[src/rtl/fraise_infer_seq_if.sv]
// Handshake and array bus of the FRAISE inference sequencer.
// Ports carried:
//   command   : start_i, ready_o, abort_i, obs_i, n_samples_i, seed_i, busy_o
//   array side: seeds_o, load_seed_o, inference_o, addr_col_o, addr_row_o, bit_out_i
//   result    : res_valid_o, res_ready_i, res_data_o
// The slave modport is the sequencer; the master modport is the front-end/array side.
interface fraise_infer_seq_if #(
    parameter int unsigned MatrixSize = 4,
    parameter int unsigned ArraySize  = 64,
    parameter int unsigned SampleCntW = 8,
    parameter int unsigned SeedW      = 8
);
    localparam int unsigned MatrixSizeLog2 = (MatrixSize == 1) ? 1 : $clog2(MatrixSize);
    localparam int unsigned ArraySizeLog2  = (ArraySize == 1) ? 1 : $clog2(ArraySize);
    localparam int unsigned ObsW           = ArraySizeLog2 + 3;
    localparam int unsigned AddrW          = ArraySizeLog2 + MatrixSizeLog2;
    localparam int unsigned ObsBusW        = MatrixSize * ObsW;
    localparam int unsigned ResBusW        = MatrixSize * SampleCntW;

    logic                  start_i;
    logic                  ready_o;
    logic                  abort_i;
    logic [ObsBusW-1:0]    obs_i;
    logic [SampleCntW-1:0] n_samples_i;
    logic [SeedW-1:0]      seed_i;
    logic [SeedW-1:0]      seeds_o;
    logic                  load_seed_o;
    logic                  inference_o;
    logic [AddrW-1:0]      addr_col_o;
    logic [AddrW-1:0]      addr_row_o;
    logic [MatrixSize-1:0] bit_out_i;
    logic                  res_valid_o;
    logic                  res_ready_i;
    logic [ResBusW-1:0]    res_data_o;
    logic                  busy_o;

    modport slave (
        input  start_i, abort_i, obs_i, n_samples_i, seed_i, bit_out_i, res_ready_i,
        output ready_o, seeds_o, load_seed_o, inference_o, addr_col_o, addr_row_o,
               res_valid_o, res_data_o, busy_o
    );

    modport master (
        output start_i, abort_i, obs_i, n_samples_i, seed_i, bit_out_i, res_ready_i,
        input  ready_o, seeds_o, load_seed_o, inference_o, addr_col_o, addr_row_o,
               res_valid_o, res_data_o, busy_o
    );
endinterface

[src/rtl/fraise_infer_seq.sv]
// Inference sequencer for the FRAISE Bayesian stochastic array.
// Sequences seed load, one observation write per matrix, then N sampling cycles,
// accumulating each matrix's bit_out into a counter returned via valid/ready.
// Ports:
//   clk_i   : clock
//   reset_n : asynchronous active-low reset
//   bus     : fraise_infer_seq_if.slave (command, array and result signals)
// Configuration macro FRAISE_SEQ_SATURATE_EN: defined -> accumulators saturate
// at all-ones; undefined -> accumulators wrap.
module fraise_infer_seq #(
    parameter int unsigned MatrixSize = 4,
    parameter int unsigned ArraySize  = 64,
    parameter int unsigned SampleCntW = 8,
    parameter int unsigned SeedW      = 8
) (
    input  logic              clk_i,
    input  logic              reset_n,
    fraise_infer_seq_if.slave bus
);
    localparam int unsigned KW            = (MatrixSize == 1) ? 1 : $clog2(MatrixSize);
    localparam int unsigned ArraySizeLog2 = (ArraySize == 1) ? 1 : $clog2(ArraySize);
    localparam int unsigned ObsW          = ArraySizeLog2 + 3;
    localparam int unsigned AddrW         = ArraySizeLog2 + KW;
    localparam int unsigned CntW          = SampleCntW + 1;
    localparam logic [KW-1:0] KLast       = KW'(MatrixSize - 1);

    typedef enum logic [2:0] {
        S_IDLE  = 3'd0,
        S_SEED  = 3'd1,
        S_WRITE = 3'd2,
        S_RUN   = 3'd3,
        S_DONE  = 3'd4
    } state_e;

    state_e state_q, state_d;

    logic [KW-1:0]         k_q, k_d;
    logic [CntW-1:0]       cnt_q, cnt_d;
    logic [ObsW-1:0]       obs_q [MatrixSize];
    logic [ObsW-1:0]       obs_d [MatrixSize];
    logic [SampleCntW-1:0] acc_q [MatrixSize];
    logic [SampleCntW-1:0] acc_d [MatrixSize];

    logic              ready_q, ready_d;
    logic              busy_q, busy_d;
    logic              load_seed_q, load_seed_d;
    logic              inference_q, inference_d;
    logic              res_valid_q, res_valid_d;
    logic [SeedW-1:0]  seeds_q, seeds_d;
    logic [AddrW-1:0]  addr_col_q, addr_col_d;
    logic [AddrW-1:0]  addr_row_q, addr_row_d;

    // State register
    always_ff @(posedge clk_i or negedge reset_n) begin
        if (!reset_n) begin
            state_q <= S_IDLE;
        end else begin
            state_q <= state_d;
        end
    end

    // Next-state logic; abort overrides everything, including a start in Idle
    always_comb begin
        state_d = state_q;
        if (bus.abort_i) begin
            state_d = S_IDLE;
        end else begin
            case (state_q)
                S_IDLE:  if (bus.start_i)         state_d = S_SEED;
                S_SEED:                           state_d = S_WRITE;
                S_WRITE: if (k_q == KLast)        state_d = S_RUN;
                S_RUN:   if (cnt_q == CntW'(1))   state_d = S_DONE;
                S_DONE:  if (bus.res_ready_i)     state_d = S_IDLE;
                default:                          state_d = S_IDLE;
            endcase
        end
    end

    // Datapath and registered-output next values, derived from the state being entered
    always_comb begin
        k_d        = k_q;
        cnt_d      = cnt_q;
        obs_d      = obs_q;
        acc_d      = acc_q;
        addr_col_d = addr_col_q;
        addr_row_d = addr_row_q;

        case (state_q)
            S_IDLE: begin
                if (state_d == S_SEED) begin
                    for (int unsigned m = 0; m < MatrixSize; m++) begin
                        obs_d[m] = bus.obs_i[m*ObsW +: ObsW];
                        acc_d[m] = '0;
                    end
                    // Zero samples requested means a full 2^SampleCntW run
                    cnt_d = (bus.n_samples_i == '0) ? {1'b1, {SampleCntW{1'b0}}}
                                                    : {1'b0, bus.n_samples_i};
                end
            end
            S_SEED:  k_d = '0;
            S_WRITE: k_d = k_q + KW'(1);
            S_RUN: begin
                if (!bus.abort_i) begin
                    cnt_d = cnt_q - CntW'(1);
                    for (int unsigned m = 0; m < MatrixSize; m++) begin
`ifdef FRAISE_SEQ_SATURATE_EN
                        if (bus.bit_out_i[m] && (acc_q[m] != '1)) begin
                            acc_d[m] = acc_q[m] + SampleCntW'(1);
                        end
`else
                        if (bus.bit_out_i[m]) begin
                            acc_d[m] = acc_q[m] + SampleCntW'(1);
                        end
`endif
                    end
                end
            end
            default: ;
        endcase

        // Column = {matrix, column group, 3'b0}; row = zero-extended row select
        if (state_d == S_WRITE) begin
            addr_col_d = {k_d, ArraySizeLog2'({obs_d[k_d][2:0], 3'b000})};
            addr_row_d = {{KW{1'b0}}, obs_d[k_d][ObsW-1:3]};
        end

        ready_d     = (state_d == S_IDLE);
        busy_d      = (state_d != S_IDLE);
        load_seed_d = (state_d == S_SEED);
        inference_d = (state_d == S_WRITE);
        res_valid_d = (state_d == S_DONE);
        // Seed is only entered from Idle, so the seed is captured straight from the input
        seeds_d     = (state_d == S_SEED) ? bus.seed_i : '0;
    end

    // Datapath and output registers
    always_ff @(posedge clk_i or negedge reset_n) begin
        if (!reset_n) begin
            k_q         <= '0;
            cnt_q       <= '0;
            for (int unsigned m = 0; m < MatrixSize; m++) begin
                obs_q[m] <= '0;
                acc_q[m] <= '0;
            end
            ready_q     <= 1'b1;
            busy_q      <= 1'b0;
            load_seed_q <= 1'b0;
            inference_q <= 1'b0;
            res_valid_q <= 1'b0;
            seeds_q     <= '0;
            addr_col_q  <= '0;
            addr_row_q  <= '0;
        end else begin
            k_q         <= k_d;
            cnt_q       <= cnt_d;
            obs_q       <= obs_d;
            acc_q       <= acc_d;
            ready_q     <= ready_d;
            busy_q      <= busy_d;
            load_seed_q <= load_seed_d;
            inference_q <= inference_d;
            res_valid_q <= res_valid_d;
            seeds_q     <= seeds_d;
            addr_col_q  <= addr_col_d;
            addr_row_q  <= addr_row_d;
        end
    end

    // Result bus is the accumulator registers; they only move during Run or at start
    logic [MatrixSize*SampleCntW-1:0] res_data;
    always_comb begin
        res_data = '0;
        for (int unsigned m = 0; m < MatrixSize; m++) begin
            res_data[m*SampleCntW +: SampleCntW] = acc_q[m];
        end
    end

    assign bus.ready_o     = ready_q;
    assign bus.busy_o      = busy_q;
    assign bus.load_seed_o = load_seed_q;
    assign bus.inference_o = inference_q;
    assign bus.res_valid_o = res_valid_q;
    assign bus.seeds_o     = seeds_q;
    assign bus.addr_col_o  = addr_col_q;
    assign bus.addr_row_o  = addr_row_q;
    assign bus.res_data_o  = res_data;
endmodule

[src/flat_wrapper.sv]
// flat-port wrapper written by rule: the top's interface ports become plain ports
module fraise_infer_seq_flat 
#(
    parameter int unsigned MatrixSize = 4,
    parameter int unsigned ArraySize  = 64,
    parameter int unsigned SampleCntW = 8,
    parameter int unsigned SeedW      = 8
)
  (clk_i, reset_n, bus_start_i, bus_abort_i, bus_obs_i, bus_n_samples_i, bus_seed_i, bus_bit_out_i, bus_res_ready_i, bus_ready_o, bus_seeds_o, bus_load_seed_o, bus_inference_o, bus_addr_col_o, bus_addr_row_o, bus_res_valid_o, bus_res_data_o, bus_busy_o);
  fraise_infer_seq_if #(.MatrixSize(MatrixSize), .ArraySize(ArraySize), .SampleCntW(SampleCntW), .SeedW(SeedW)) bus_i ();
  input  logic clk_i;
  input  logic reset_n;
  input wire logic [$bits(bus_i.start_i)-1:0] bus_start_i;
  input wire logic [$bits(bus_i.abort_i)-1:0] bus_abort_i;
  input wire logic [$bits(bus_i.obs_i)-1:0] bus_obs_i;
  input wire logic [$bits(bus_i.n_samples_i)-1:0] bus_n_samples_i;
  input wire logic [$bits(bus_i.seed_i)-1:0] bus_seed_i;
  input wire logic [$bits(bus_i.bit_out_i)-1:0] bus_bit_out_i;
  input wire logic [$bits(bus_i.res_ready_i)-1:0] bus_res_ready_i;
  output wire logic [$bits(bus_i.ready_o)-1:0] bus_ready_o;
  output wire logic [$bits(bus_i.seeds_o)-1:0] bus_seeds_o;
  output wire logic [$bits(bus_i.load_seed_o)-1:0] bus_load_seed_o;
  output wire logic [$bits(bus_i.inference_o)-1:0] bus_inference_o;
  output wire logic [$bits(bus_i.addr_col_o)-1:0] bus_addr_col_o;
  output wire logic [$bits(bus_i.addr_row_o)-1:0] bus_addr_row_o;
  output wire logic [$bits(bus_i.res_valid_o)-1:0] bus_res_valid_o;
  output wire logic [$bits(bus_i.res_data_o)-1:0] bus_res_data_o;
  output wire logic [$bits(bus_i.busy_o)-1:0] bus_busy_o;
  assign bus_i.start_i = bus_start_i;
  assign bus_i.abort_i = bus_abort_i;
  assign bus_i.obs_i = bus_obs_i;
  assign bus_i.n_samples_i = bus_n_samples_i;
  assign bus_i.seed_i = bus_seed_i;
  assign bus_i.bit_out_i = bus_bit_out_i;
  assign bus_i.res_ready_i = bus_res_ready_i;
  assign bus_ready_o = bus_i.ready_o;
  assign bus_seeds_o = bus_i.seeds_o;
  assign bus_load_seed_o = bus_i.load_seed_o;
  assign bus_inference_o = bus_i.inference_o;
  assign bus_addr_col_o = bus_i.addr_col_o;
  assign bus_addr_row_o = bus_i.addr_row_o;
  assign bus_res_valid_o = bus_i.res_valid_o;
  assign bus_res_data_o = bus_i.res_data_o;
  assign bus_busy_o = bus_i.busy_o;
  fraise_infer_seq #(.MatrixSize(MatrixSize), .ArraySize(ArraySize), .SampleCntW(SampleCntW), .SeedW(SeedW)) u_core (.clk_i(clk_i), .reset_n(reset_n), .bus(bus_i));
endmodule
[config.mk]
export PLATFORM = sky130hd
export DESIGN_NAME = fraise_infer_seq_flat
export DESIGN_NICKNAME = d
export VERILOG_FILES = /design/src/rtl/fraise_infer_seq_if.sv /design/src/rtl/fraise_infer_seq.sv /design/src/flat_wrapper.sv
export SDC_FILE = /design/constraint.sdc
export NUM_CORES = 1
export LEC_CHECK = 0
export CAP_MARGIN = 20
export CORE_MARGIN = 5
export CORE_UTILIZATION = 50
export CTS_CLUSTER_DIAMETER = 60
export DETAILED_ROUTE_END_ITERATION = 12
export GPL_TIMING_DRIVEN = 0
export PLACE_DENSITY_LB_ADDON = 0.25
export SKIP_CTS_REPAIR_TIMING = 1
export SLEW_MARGIN = 20
export SYNTH_ARGS = -nofsm -noshare
export SYNTH_HDL_FRONTEND = slang
export SYNTH_SLANG_ARGS = --single-unit
[constraint.sdc]
create_clock -name clk_i -period 2.5 [get_ports clk_i]
set_input_delay 0.75 -clock clk_i [delete_from_list [all_inputs] [get_ports clk_i]]
set_output_delay 0.75 -clock clk_i [all_outputs]
set_load 0.05 [all_outputs]
Word-level counts from Yosys, hierarchy flattened --
Cells that the tools add are included.
Storage, ports and cells: register bits 106
Cells by class: reduce and logical (&&, ||, !) cells 10, $add $sub $neg 6, $lt $le $gt $ge 1, multiplexer cells 24, eq/ne operators 15, bitwise gates (word level) 1
Operator list (number):
- $mux 36 | 2
- $mux 32 | 2
- $pmux 32 s2 | 1
- $mux 9 | 5
- $mux 8 | 5
- $add 8x1->8 const B | 4
- $bmux 9 s2 | 1
- $pmux 9 s2 | 1
- $reduce_and 4->1 | 4
- $mux 3 | 5
- $pmux 3 s5 | 1
- $ne 2x2->1 const B | 5
- $eq 3x2->1 const B | 3
- $eq 9x1->1 const B | 1
- $sub 9x1->9 const B | 1
- $logic_not 8->1 | 1
- $eq 3x1->1 const B | 2
- $eq 3x3->1 const B | 2
- $logic_not 3->1 | 2
- $pmux 2 s2 | 1
- $ge 3x3->1 const B | 1
- $not 2->3 | 1
- $reduce_and 3->1 | 1
- $reduce_bool 3->1 | 1
- 4 further kinds | 4

Logic depth before layout (Yosys ltp) --
Gate-level depths: netlist of run 1.
depth after elaboration 10, depth in mapped cells 8, depth with buffers taken out 7

Worst setup path after synthesis of run 1 --
OpenSTA, ideal clock, no wires.
kind input -> register, start input port bus_start_i, end register u_core.addr_row_q[5] (netlist: u_core.bus.addr_row_o[5]), library setup time 134 ps, data required time 2366 ps, path buffers 2, stages on the path 7, arrival 2146 ps, setup slack 220 ps, path through or3b_1 -> buf_6 -> nor2_8 -> buf_12 -> mux2_1 -> o22ai_1 -> o31ai_2
RTL lines:
- from (decl) | line flat_wrapper.sv:13 | input wire logic [$bits(bus_i.start_i)-1:0] bus_start_i;
- to (signal assigned) | line fraise_infer_seq.sv:165 | addr_row_q <= addr_row_d;
- to (decl) | line fraise_infer_seq.sv:51 | logic [AddrW-1:0] addr_row_q, addr_row_d;

Worst setup path after layout of run 1 --
start register u_core.ready_q (netlist: u_core.bus.ready_o), end output port bus_ready_o
RTL lines:
- from (decl) | line fraise_infer_seq.sv:44 | logic ready_q, ready_d;
- from (signal assigned) | line fraise_infer_seq.sv:158 | ready_q <= ready_d;
- to (decl) | line flat_wrapper.sv:20 | output wire logic [$bits(bus_i.ready_o)-1:0] bus_ready_o;
No word-level cell between the ends.

==> summary.md, run 1 <==
| Metric | Value |
|---|---|
| # fillers | `746` |
| Detailed-route via count | `3,875` |
| Area taken by multi-input logic gates | `2200 um2` |
| Commonest cells after routing, fill and taps aside | `113 x sky130_fd_sc_hd__clkdlybuf4s50_1, 105 x sky130_fd_sc_hd__dfrtp_1, 43 x sky130_fd_sc_hd__nor2_1` |
| Max IR drop VDD | `0.449 mV` |
| Critical path's slowest cell | `sky130_fd_sc_hd__clkdlybuf4s50_1` |
| # nets final | `645` |
| Yosys reg bits | `106` |
| Number of cells produced by synthesis | `440` |
| Final period demand of the worst path | `2.43 ns` |
| Setup slack, reg-to-reg | `0.24 ns` |
| Final Cycle Share | `97.3%` |
| Maximum number of pins on one net before global-route repair | `76` |
| Required time reported for the critical path endpoint | `1.75 ns` |
| Number of nets still failing antenna checks after routing | `0` |
| Type of the worst setup path | `reg -> out` |
| Avg Cell Area, Syn | `11.4 um2` |
| Final design utilization | `68.6%` |
| Global-route congestion overflow total | `0` |
| Die X | `110 um` |
| Final setup skew | `0.0162 ns` |
| Half-perimeter wire length of the detailed placement result | `8930 um` |
| Min setup slack post-route | `0.0663 ns` |
| Relative contribution of the clock network to total power | `21.8%` |
| Count of yosys warnings during synthesis | `0` |
| Worst-Margin Slew | `0.932 ns` |
| Core Footprint | `9770 um2` |
| Total I/O pin count | `122` |
| Switching part of the total power | `35.9%` |
| Clock net sink count | `106` |
| Max Buffers Root-to-Sink | `2` |
| Count of maximum capacitance violations | `0` |
| Proportion of layout cells with a drive suffix above 1 | `17.2%` |
| Maximum level of the CTS H-tree | `3` |
| Layout Area Growth over Synthesis | `34.2%` |
| Vias in the first global route | `3,931` |
| Headroom to the max-slew limit | `37.7%` |
| DRT Wirelength | `12,300 um` |
| Clock transition at path regs | `0.11 ns` |
| Number of input and output port buffers inserted | `116` |
| Sequential share of power | `43.0%` |
| Endpoint type of the worst setup path | `primary output` |
| Total internal power | `3.23 mW` |
| Global-route wire length before repair | `19,800 um` |
| Proportion of synthesized chip area in sequential cells | `53.1%` |
| 1st-pass router iterations | `4` |
| Iteration-0 DRC Markers | `285` |
| Leakage | `2.94 nW` |
| Worst-path maximum fanout | `1` |
| Combinational share of power | `35.2%` |
| TritonCTS buffer count | `9` |
| DR WL/cell | `17.2 um` |
| Setup repair after global routing missed its margin | `false` |
| Status | `finished clean` |
| Final Hold Fails | `0` |
| Async set or reset register ratio after synthesis | `100%` |
| Starting density of the core | `51.1%` |
| Post-detailed-route via-to-cell ratio | `5.42` |
| Maximum achievable frequency | `411 MHz` |
| Pre-CTS setup slack | `-0.504 ns` |
| Worst-skew pair later-pin latency | `0.36 ns` |
| GRT Overall Usage | `20.9%` |
| Critical Path AT | `1.68 ns` |
| Worst slack on hold paths | `0.254 ns` |
| Remaining DRCs | `0` |
| Site row count | `36` |
| Number of inserted diodes | `0` |
| Chip height | `110 um` |
| Final weighted congestion in routability-driven placement | `0.861` |
| CTS tree | `yes` |
| CP delay by family, top | `buffers and inverters` |
| Ordered list of cells on the worst path | `clkdlybuf4s50_1` |
| Delay of the slowest cell on the worst path | `0.81 ns` |
| Number of antenna violations at the first check in global routing | `0` |
| Total negative setup slack | `0 ns` |
| Die Footprint | `12,100 um2` |
| Combined buffer and inverter count along the critical path | `1` |
| PwrDens | `751 nW/um2` |
| Buffer cell driving the clock tree root | `sky130_fd_sc_hd__clkbuf_8` |
| Area of the mapped netlist | `5000 um2` |
| Startpoint type of the worst setup path | `register` |
| Number of enable-type register cells in the synthesized netlist | `0` |
| Total area of sequential cells | `2650 um2` |
| Reported net switching power | `1.81 mW` |
| Netlist cell types | `56` |
| Total power draw | `5.04 mW` |
| Commonest non-fill, non-tap cell in the layout | `sky130_fd_sc_hd__clkdlybuf4s50_1` |
| Final Max Slew Viols | `0` |
| Most used DFF post-synth | `sky130_fd_sc_hd__dfrtp_1` |
| Min-delay worst type | `in -> async` |
| Number of setup violations in the final report | `0` |
-- through the flow --
stage / std cells / cell area (um2)
final: 715 / 6710
after CTS: 710 / 6580
after detailed placement: 694 / 6370
after global routing: 715 / 6710
after global placement: 693 / 6340
after floorplan: 444 / 5010
-- final timing paths --
path	cells past startpoint	to	from
max reg2reg	6	u_core.bus.addr_row_o[0]	u_core.k_q[1]
max in group asynchronous	2	u_core.bus.addr_col_o[4]	reset_n
min	1	u_core.cnt_q[7]	reset_n
max	1	bus_ready_o	u_core.bus.ready_o
min reg2reg	2	u_core.bus.addr_col_o[3]	u_core.bus.addr_col_o[3]
min in group clk_i	2	u_core.bus.addr_col_o[3]	u_core.bus.addr_col_o[3]
-- area by class of cell --
type	count	share of cell area (%)
Sequential cell	106	39.6
Clock inverter	7	1.25
Inverter	7	0.392
Buffer	29	2.98
Tap cell	133	2.48
Multi-Input combinational cell	302	32.8
Clock buffer	9	1.85
Timing Repair Buffer	122	18.7
-- sequential cells by signal, summed over array words and instances (netlist names) --
| register | flops |
|---|---|
| u_core.bus.load_seed_o | 1 |
| u_core.bus.addr_col_o | 5 |
| u_core.bus.inference_o | 1 |
| u_core.obs_q | 36 |
| u_core.bus.busy_o | 1 |
| u_core.bus.addr_row_o | 6 |
| u_core.bus.seeds_o | 8 |
| u_core.bus.res_valid_o | 1 |
| u_core.cnt_q | 9 |
| u_core.k_q | 2 |
| u_core.state_q | 3 |
| u_core.bus.res_data_o | 32 |
| u_core.bus.ready_o | 1 |
-- synthesized netlist by cell type, drive strengths merged, types with 4 or more instances --
library cell    n  share of area (%)
o21ai          22                2.2
nor3            7               0.70
xnor2           5               0.88
buf            18                3.2
a211oi          5               0.75
and2            4               0.50
o22ai          19                2.4
a21oi          15                1.5
ha              7                1.8
nor2           44                3.6
clkbuf         11               0.83
o31ai          12                2.7
mux2           40                9.8
nand3          18                1.8
nand4           7               0.88
xor2           19                3.3
inv             7               0.53
nand2          21                1.6
dfrtp         105                 53
and3           17                2.1
-- power by group through the flow --
stage / Combinational (mW) / Clock, mW / Sequential (mW)
after global placement: 1.65 / 0 / 2.18
after detailed placement: 1.69 / 0 / 2.20
after floorplan: 0.796 / 0 / 2.52
final: 1.78 / 1.10 / 2.16
after CTS: 1.70 / 1.13 / 2.16
after global routing: 1.90 / 1.21 / 2.20
-- per-layer routing --
layer,vias up,GRT usage [%],share of wire [%]
met4,0,4.72,0.70
met3,11,4.31,6.2
li1,1846,-,-
met2,124,35.0,50
met1,1894,28.0,43
met5,-,0,0
-- kinds of logic (layout without fill, tap and decap cells) --
group / Yosys count / after routing / share of synthesized area (%)
AO/OA/AOI/OAI: 92 / 92 / 13.1
flip-flops: 106 / 106 / 53.1
XOR/XNOR: 24 / 24 / 4.21
multiplexers: 41 / 41 / 9.96
adder cells (fa/ha/maj): 7 / 7 / 1.75
buffers and inverters: 36 / 174 / 4.53
other: 1 / 5 / 0.0750
AND/OR/NAND/NOR: 133 / 133 / 13.3
(Power assumes the default switching activity.)
==> inputs of run 2 (changes only) <==
--- a/config.mk
+++ b/config.mk
@@ -17,3 +17,4 @@
 export SYNTH_ARGS = -nofsm -noshare
 export SYNTH_HDL_FRONTEND = slang
 export SYNTH_SLANG_ARGS = --single-unit
+export TNS_END_PERCENT = 5
==> constraint.sdc (replaced) <==
create_clock -name clk_i -period 2.5 [get_ports clk_i]
set_input_delay 0.5 -clock clk_i [delete_from_list [all_inputs] [get_ports clk_i]]
set_output_delay 0.5 -clock clk_i [all_outputs]
set_load 0.05 [all_outputs]
==> run 2 against run 1 <==
Hold slack got worse by 0.25 ns. Non-clock buffer count down 5. Count of clock-buffer cells in the layout stayed put. Total power down 1.5%. Final area shrank 1.9%.
==> summary.md, run 2 (synthesis results as in run 1) <==
| Metric | Value |
|---|---|
| Final period demand of the worst path | `2.37 ns` |
| Headroom to the max-slew limit | `48.9%` |
| Met2 track demand over resource | `35.0%` |
| CTS tree | `yes` |
| Status | `finished clean` |
| Maximum number of pins on one net before global-route repair | `76` |
| 1st-pass router iterations | `4` |
| Clock transition at path regs | `0.11 ns` |
| Number of inserted diodes | `0` |
| Maximum level of the CTS H-tree | `3` |
| Final weighted congestion in routability-driven placement | `0.861` |
| Chip height | `110 um` |
| Leakage | `2.88 nW` |
| Final Hold Fails | `0` |
| Buffer cell driving the clock tree root | `sky130_fd_sc_hd__clkbuf_8` |
| Iteration-0 DRC Markers | `251` |
| GRT Overall Usage | `20.9%` |
| Starting density of the core | `51.1%` |
| Number of setup violations in the final report | `0` |
| Endpoint type of the worst setup path | `register` |
| Global routing usage on met3 | `4.31%` |
| Final Max Slew Viols | `0` |
| Busiest layer in global routing | `met2` |
| Min-delay worst type | `in -> async` |
| Max IR drop VDD | `0.449 mV` |
| Count of maximum capacitance violations | `0` |
| Proportion of layout cells with a drive suffix above 1 | `14.4%` |
| Layout Area Growth over Synthesis | `31.6%` |
| Max Buffers Root-to-Sink | `2` |
| Total I/O pin count | `122` |
| Startpoint type of the worst setup path | `input port` |
| Critical Path AT | `2.60 ns` |
| Final design utilization | `67.3%` |
| Site row count | `36` |
| PwrDens | `754 nW/um2` |
| DRT Wirelength | `12,100 um` |
| Number of antenna violations at the first check in global routing | `0` |
| Commonest cells after routing, fill and taps aside | `115 x sky130_fd_sc_hd__clkdlybuf4s50_1, 105 x sky130_fd_sc_hd__dfrtp_1, 43 x sky130_fd_sc_hd__nor2_1` |
| Total negative setup slack | `0 ns` |
| Critical path's slowest cell | `sky130_fd_sc_hd__clkdlybuf4s50_1` |
| Clock net sink count | `106` |
| Flip-flop count of the largest register after layout | `36` |
| Vias in the first global route | `3,931` |
| Half-perimeter wire length of the detailed placement result | `8930 um` |
| Die X | `110 um` |
| Delay of the slowest cell on the worst path | `0.50 ns` |
| # nets final | `640` |
| Biggest register | `u_core.obs_q` |
| Type of the worst setup path | `in -> reg` |
| Post-detailed-route via-to-cell ratio | `5.41` |
| Required time reported for the critical path endpoint | `2.73 ns` |
| Worst-Margin Slew | `0.764 ns` |
| Global-route congestion overflow total | `0` |
| Total power draw | `4.96 mW` |
| Final setup skew | `0.0178 ns` |
| Met1 usage in global routing | `28.0%` |
| Commonest non-fill, non-tap cell in the layout | `sky130_fd_sc_hd__clkdlybuf4s50_1` |
| Worst-path maximum fanout | `10` |
| Remaining DRCs | `0` |
| Number of nets still failing antenna checks after routing | `0` |
| Worst-skew pair later-pin latency | `0.36 ns` |
| Ordered list of cells on the worst path | `clkdlybuf4s50_1 > or2_2 > buf_2 > nor2_8 > buf_12 > mux2_1 > o22ai_1 > o31ai_2` |
| Detailed-route via count | `3,839` |
| Number of input and output port buffers inserted | `116` |
| Global-route wire length before repair | `19,800 um` |
| Setup repair after global routing missed its margin | `false` |
| Die Footprint | `12,100 um2` |
| Final Cycle Share | `94.8%` |
| DR WL/cell | `17.0 um` |
| Maximum achievable frequency | `422 MHz` |
| Core Footprint | `9770 um2` |
| TritonCTS buffer count | `9` |
| Depth of the worst register-to-register path | `8` |
-- run 2: critical path: cells and delay by family --
| kind | cells | cell delay (ns) |
|---|---|---|
| AO/OA/AOI/OAI | 2 | 0.31 |
| AND/OR/NAND/NOR | 2 | 0.57 |
| multiplexers | 1 | 0.34 |
| buffers and inverters | 3 | 0.87 |
-- run 2: per-layer routing --
layer  part of all wire (%)  wire length, um
met3                    6.1              741
met1                     43             5150
met5                      0                0
met4                   0.97              117
met2                     50             6070
-- run 2: report_power, final --
group	switching (mW)	internal, mW	leakage [nW]	total [mW]
sequential	0.162	2.00	1.36	2.17
clock	0.617	0.485	0.108	1.10
combinational	1.00	0.694	1.41	1.69
-- run 2: area by class of cell --
| class | count | area (um2) |
|---|---|---|
| Fill cell | 771 | 3200 |
| Sequential cell | 106 | 2650 |
| Multi-Input combinational cell | 302 | 2130 |
| Timing Repair Buffer | 117 | 1190 |
| Buffer | 29 | 200 |
| Tap cell | 133 | 166 |
| Clock buffer | 9 | 124 |
| Clock inverter | 7 | 83.8 |
| Inverter | 7 | 26.3 |
-- run 2: through the flow --
stage	hold slack, ns	cells	worst slack [ns]	cell area, um2
3_3_place_gp	0.464	693	-3.03	6340
5_1_grt	0.00675	710	0.000722	6580
6_report	0.00146	710	0.130	6580
2_1_floorplan	0.204	444	0.462	5010
4_1_cts	0.00575	710	0.125	6580
3_5_place_dp	0.406	694	-0.254	6370
-- run 2: path summary, 6_finish.rpt --
| kind | slack (ns) | to | startpoint |
|---|---|---|---|
| worst min register to register | 0.50 | u_core.bus.addr_col_o[4] | u_core.bus.addr_col_o[4] |
| worst max register to register | 0.25 | u_core.bus.addr_row_o[5] | u_core.state_q[0] |
| worst min-delay path | 0.001 | u_core.cnt_q[7] | reset_n |
| worst max-delay path | 0.13 | u_core.bus.addr_row_o[5] | bus_abort_i |
| min in group clk_i | 0.50 | u_core.bus.addr_col_o[4] | u_core.bus.addr_col_o[4] |
| max in group asynchronous | 1.85 | u_core.bus.res_data_o[9] | reset_n |
